--- config.mk ---
export PLATFORM = sky130hd
export DESIGN_NAME = hazard_ctrl
export DESIGN_NICKNAME = d
export VERILOG_FILES = /design/src/rtl/hazard_ctrl.sv
export SDC_FILE = /design/constraint.sdc
export NUM_CORES = 1
export LEC_CHECK = 0
export BUFFER_PORTS_ARGS = -buffer_cell sky130_fd_sc_hd__buf_4
export CAP_MARGIN = 5
export CORE_MARGIN = 2
export CORE_UTILIZATION = 53
export CTS_CLUSTER_DIAMETER = 150
export DETAILED_ROUTE_END_ITERATION = 16
export GPL_TIMING_DRIVEN = 0
export HOLD_SLACK_MARGIN = 0.03
export PLACE_DENSITY = 0.77
export SLEW_MARGIN = 5
export SYNTH_ARGS = -nofsm -noshare
export SYNTH_HDL_FRONTEND = slang
export SYNTH_SLANG_ARGS = --single-unit
export TNS_END_PERCENT = 30
--- constraint.sdc ---
create_clock -name clk_i -period 2.1 [get_ports clk_i]
set_input_delay 0.21 -clock clk_i [delete_from_list [all_inputs] [get_ports clk_i]]
set_output_delay 0.21 -clock clk_i [all_outputs]
set_load 0.1 [all_outputs]
--- src/rtl/hazard_ctrl.sv ---
// ============================================================================
// Module   : hazard_ctrl
// Brief    : Pipeline stall/flush controller with saturating perf counters.
// Revision : 1.0
// ============================================================================
`default_nettype none

module hazard_ctrl #(
    parameter int CNT_W = 32
) (
    input  logic             clk_i,
    input  logic             nrst_i,
    input  logic             ihit_i,
    input  logic             dhit_i,
    input  logic [4:0]       ifid_rs_i,
    input  logic [4:0]       ifid_rt_i,
    input  logic             ifid_uses_rs_i,
    input  logic             ifid_uses_rt_i,
    input  logic             idex_dREN_i,
    input  logic [4:0]       idex_wsel_i,
    input  logic             ex_redirect_i,
    input  logic             exmem_dREN_i,
    input  logic             exmem_dWEN_i,
    input  logic             memwb_halt_i,
    output logic             pc_en_o,
    output logic             ifid_en_o,
    output logic             ifid_flush_o,
    output logic             idex_en_o,
    output logic             idex_flush_o,
    output logic             exmem_en_o,
    output logic             memwb_en_o,
    output logic             halt_o,
    output logic [CNT_W-1:0] cyc_cnt_o,
    output logic [CNT_W-1:0] stall_cnt_o,
    output logic [CNT_W-1:0] flush_cnt_o
);

    typedef enum logic [0:0] {
        S_RUN    = 1'b0,
        S_HALTED = 1'b1
    } state_t;

    localparam logic [CNT_W-1:0] CNT_MAX = {CNT_W{1'b1}};

    state_t           state_q, state_d;
    logic             halt_q, halt_d;
    logic [CNT_W-1:0] cyc_q, cyc_d;
    logic [CNT_W-1:0] stall_q, stall_d;
    logic [CNT_W-1:0] flush_q, flush_d;

    logic dwait;
    logic loaduse;
    logic cyc_inc, stall_inc, flush_inc;

    assign dwait   = (exmem_dREN_i | exmem_dWEN_i) & ~dhit_i;
    // $0 is hardwired zero, so a load targeting it can never be a real dependency.
    assign loaduse = idex_dREN_i & (idex_wsel_i != 5'd0) &
                     ((ifid_uses_rs_i & (ifid_rs_i == idex_wsel_i)) |
                      (ifid_uses_rt_i & (ifid_rt_i == idex_wsel_i)));

    always_comb begin
        state_d      = state_q;
        halt_d       = halt_q;
        pc_en_o      = 1'b0;
        ifid_en_o    = 1'b0;
        ifid_flush_o = 1'b0;
        idex_en_o    = 1'b0;
        idex_flush_o = 1'b0;
        exmem_en_o   = 1'b0;
        memwb_en_o   = 1'b0;
        cyc_inc      = 1'b0;
        stall_inc    = 1'b0;
        flush_inc    = 1'b0;

        if (nrst_i && state_q == S_RUN) begin
            cyc_inc = 1'b1;
            if (memwb_halt_i) begin
                state_d = S_HALTED;
                halt_d  = 1'b1;
            end else if (dwait) begin
                // Full freeze; any redirect or load-use is re-evaluated once the access lands.
                stall_inc = 1'b1;
            end else if (ex_redirect_i) begin
                pc_en_o      = 1'b1;
                ifid_en_o    = 1'b1;
                ifid_flush_o = 1'b1;
                idex_en_o    = 1'b1;
                idex_flush_o = 1'b1;
                exmem_en_o   = 1'b1;
                memwb_en_o   = 1'b1;
                flush_inc    = 1'b1;
            end else if (loaduse) begin
                idex_en_o    = 1'b1;
                idex_flush_o = 1'b1;
                exmem_en_o   = 1'b1;
                memwb_en_o   = 1'b1;
                stall_inc    = 1'b1;
            end else if (!ihit_i) begin
                ifid_en_o    = 1'b1;
                ifid_flush_o = 1'b1;
                idex_en_o    = 1'b1;
                exmem_en_o   = 1'b1;
                memwb_en_o   = 1'b1;
                stall_inc    = 1'b1;
            end else begin
                pc_en_o    = 1'b1;
                ifid_en_o  = 1'b1;
                idex_en_o  = 1'b1;
                exmem_en_o = 1'b1;
                memwb_en_o = 1'b1;
            end
        end
    end

    always_comb begin
        cyc_d   = cyc_q;
        stall_d = stall_q;
        flush_d = flush_q;
        if (cyc_inc && cyc_q != CNT_MAX)
            cyc_d = cyc_q + CNT_W'(1);
        if (stall_inc && stall_q != CNT_MAX)
            stall_d = stall_q + CNT_W'(1);
        if (flush_inc && flush_q != CNT_MAX)
            flush_d = flush_q + CNT_W'(1);
    end

    always_ff @(posedge clk_i) begin
        if (!nrst_i) begin
            state_q <= S_RUN;
            halt_q  <= 1'b0;
            cyc_q   <= '0;
            stall_q <= '0;
            flush_q <= '0;
        end else begin
            state_q <= state_d;
            halt_q  <= halt_d;
            cyc_q   <= cyc_d;
            stall_q <= stall_d;
            flush_q <= flush_d;
        end
    end

    assign halt_o      = halt_q;
    assign cyc_cnt_o   = cyc_q;
    assign stall_cnt_o = stall_q;
    assign flush_cnt_o = flush_q;

endmodule

`default_nettype wire
==> results.md <==
* Main synth FF type: dfxtp_1
* Worst Hold Class: input port to register
* Number of max-cap violations at 0
* Worst setup SP type: register
* Final Util at 0.735
* Rows at 35
* Post-synth EDFFs at 0
* CTS max path bufs at 2
* Post-synth top area cell: dfxtp_1
* Clock sink count at 97
* # setup viols final at 0
* Mapped Area at 0.00502 sq mm
* Root Driver: clkbuf_8
* Pwr Density at 488 mW/mm^2
* Initial antenna violation count at 0
* Clk slew on worst S/H paths at 0.10 ns
* Die width at 101 um
* Area growth, synth to finish at 34.6%
* DR WL met2 at 6320 um
* Fin nets at 773
* Worst slew margin at 0.633
* Unrepaired setup endpoints after global routing: true
* WL met1 at 5880 um
* TritonCTS Buffers at 9
* First-pass GRT wire length at 21,000 um
* GRT overflow at 0
* FFs w/ async S/R, synth at 0
* Vias per std cell at 5.64
* WP data required at 2.33 ns
* Peak VDD IR at 0.000355 V
* Critical path class: register to register
* Vias in the first global route at 4,472
* TritonRoute pass-1 iters at 5
* Worst-Margin Slew at 0.551 ns
* Final worst slack at 0.0380 ns
* Most frequent cells in the layout: 134 x buf_4, 69 x nor2_1, 59 x nand2_1, 57 x dfxtp_4
* Core area at 0.00920 sq mm
* Routability cong. at 0.878
* Flops & latches, synth at 97
* CP Capture Type: register
* DIE HEIGHT at 101 um
* Max Slew Vio Count at 0
* Post-Syn Nets at 631
* Max Used Layer: met4
* Routed len/inst at 15.4 um
* Synth warn at 0
* Post-synth cell types at 57
* Ranking of synthesized cells by area: dfxtp_1 39%, xnor2_1 5.8%, nor2_1 5.4%, xor2_1 5.1%, nand2_1 4.5%
* Drt drc at 0
* Tcrit/Tclk final at 0.982
* Top Ports at 130
* Routed Antenna Nets at 0
* Hold Violations, Final at 0
* Clock latency on the worst-skew pair at 0.36 ns
* Layout cells sized above 1 at 0.391
* Htree depth at 3
* DR WL met3 at 843 um
* Largest net degree at the start of global routing at 17
* Initial core utilization at 0.546
* CTS tree: built
* Vias at 4,849
* DR iter-0 viols at 190
* F_max at 0.485 GHz
* Critical path arrival at 2.29 ns
* Run status: complete, no violations
* Port Buf Inserts at 128
* Worst Skew at 0.0164 ns
* Post-Syn Area per Cell at 8.33 sq um
* Antenna Cells at 0
* Fin crit period at 2.06 ns
* HPWL Detailed at 9750 um
* Die area at 0.0103 sq mm
* Hold-fix buffers, CTS at 0
* Post-synthesis sequential area ratio at 0.387
* Routed wire length at 13,200 um
* # fillers at 722
* Total leakage power at 2.54 nW
* Post-synth top area share at 0.387
* Leading cell type in the layout, fill and taps excluded: buf_4
* CP max FO at 6
* Synthesized instance count at 602
* Dpl ws at -0.0949 ns
* Global-route usage over all layers at 0.253
Yosys cell counts, types with 3 or more instances:
library cell  number
or4_1              3
ha_1               3
and4_1            11
clkbuf_1          13
and4_4             3
buf_2              3
or2_2              3
o31ai_1            4
nand4_1           18
o211ai_1           6
a211oi_1           4
or3_1             18
buf_4              3
nand2b_1          17
xnor2_1           33
dfxtp_1           97
nor2_1            72
mux2i_1           19
inv_1              8
buf_6              3
o21ai_0           18
and3_1            17
nor3_1            20
nand2_1           60
a21oi_1           23
nor3b_1            4
nor4_1             9
nand3_1           41
xor2_1            29
and2_1             9
metal layers:
layer  vias up  global-route usage
li1       2422                   -
met1      2268               0.322
met2       143               0.423
met3        16              0.0594
met4         0              0.0821
met5         -                   0
power breakdown:
part	total, mW	switching, mW	internal [mW]
logic	0.330	0.229	0.101
registers	1.79	0.0141	1.78
clock network	1.18	0.643	0.535
metrics by stage:
step	TNS [ns]	hold slack, ns	area [sq um]	instances	power [mW]
after global routing	-0.531	0.0817	6760	860	3.43
after global placement	-0.851	0.443	6430	841	2.16
after floorplan	-0.756	0.325	5330	602	2.06
final	0	0.0958	6760	860	3.30
after CTS	-0.0122	0.0852	6660	857	3.33
after detailed placement	-2.06	0.452	6430	841	2.16
flip-flops by register name, indices dropped and copies added, names as in the netlist:
name	cells
stall_cnt_o	32
cyc_cnt_o	32
flush_cnt_o	32
halt_o	1
layout make-up:
cell class	count	area (sq um)	area share
inverter	9	37.5	0.00556
multi-input combinational	474	3070	0.454
timing repair buffer	131	983	0.146
clock buffer	12	166	0.0246
buffer	22	129	0.0191
sequential	97	2210	0.327
clock inverter	4	26.3	0.00389
tap	111	139	0.0206
final timing paths:
check / startpoint / endpoint / slack (ns) / cells after the start
setup / recovery: cyc_cnt_o[17] / cyc_cnt_o[4] / 0.04 / 7
hold / removal: memwb_halt_i / halt_o / 0.1 / 3
setup reg to reg: cyc_cnt_o[17] / cyc_cnt_o[4] / 0.04 / 7
hold reg to reg: stall_cnt_o[0] / stall_cnt_o[0] / 0.47 / 1
cells by family (layout without fill, tap and decap cells):
logic type / after synthesis / in the layout / share of synthesized area
buf+inv: 31 / 178 / 0.0307
simple gates: 320 / 320 / 0.342
xor+xnor: 62 / 62 / 0.108
flops: 97 / 97 / 0.387
compound gates: 70 / 70 / 0.0868
fa+ha+maj: 3 / 3 / 0.00748
mux: 19 / 19 / 0.0379
repair_timing:
item                       4_1_cts  5_1_grt
buffers inserted                 0        3
pin swaps                        1        4
gates resized for setup          6       16
setup endpoints to repair       21       51
critical path, stage by stage, from the launching register on:
cell and delay (ns):
dfxtp_4 0.38, nand4_1 0.18, or3_1 0.46, or4_1 0.42, buf_4 0.17, nand4_1 0.11
xor2_1 0.17, nor2_1 0.05
No activity file was read; power rests on OpenSTA's default activity.
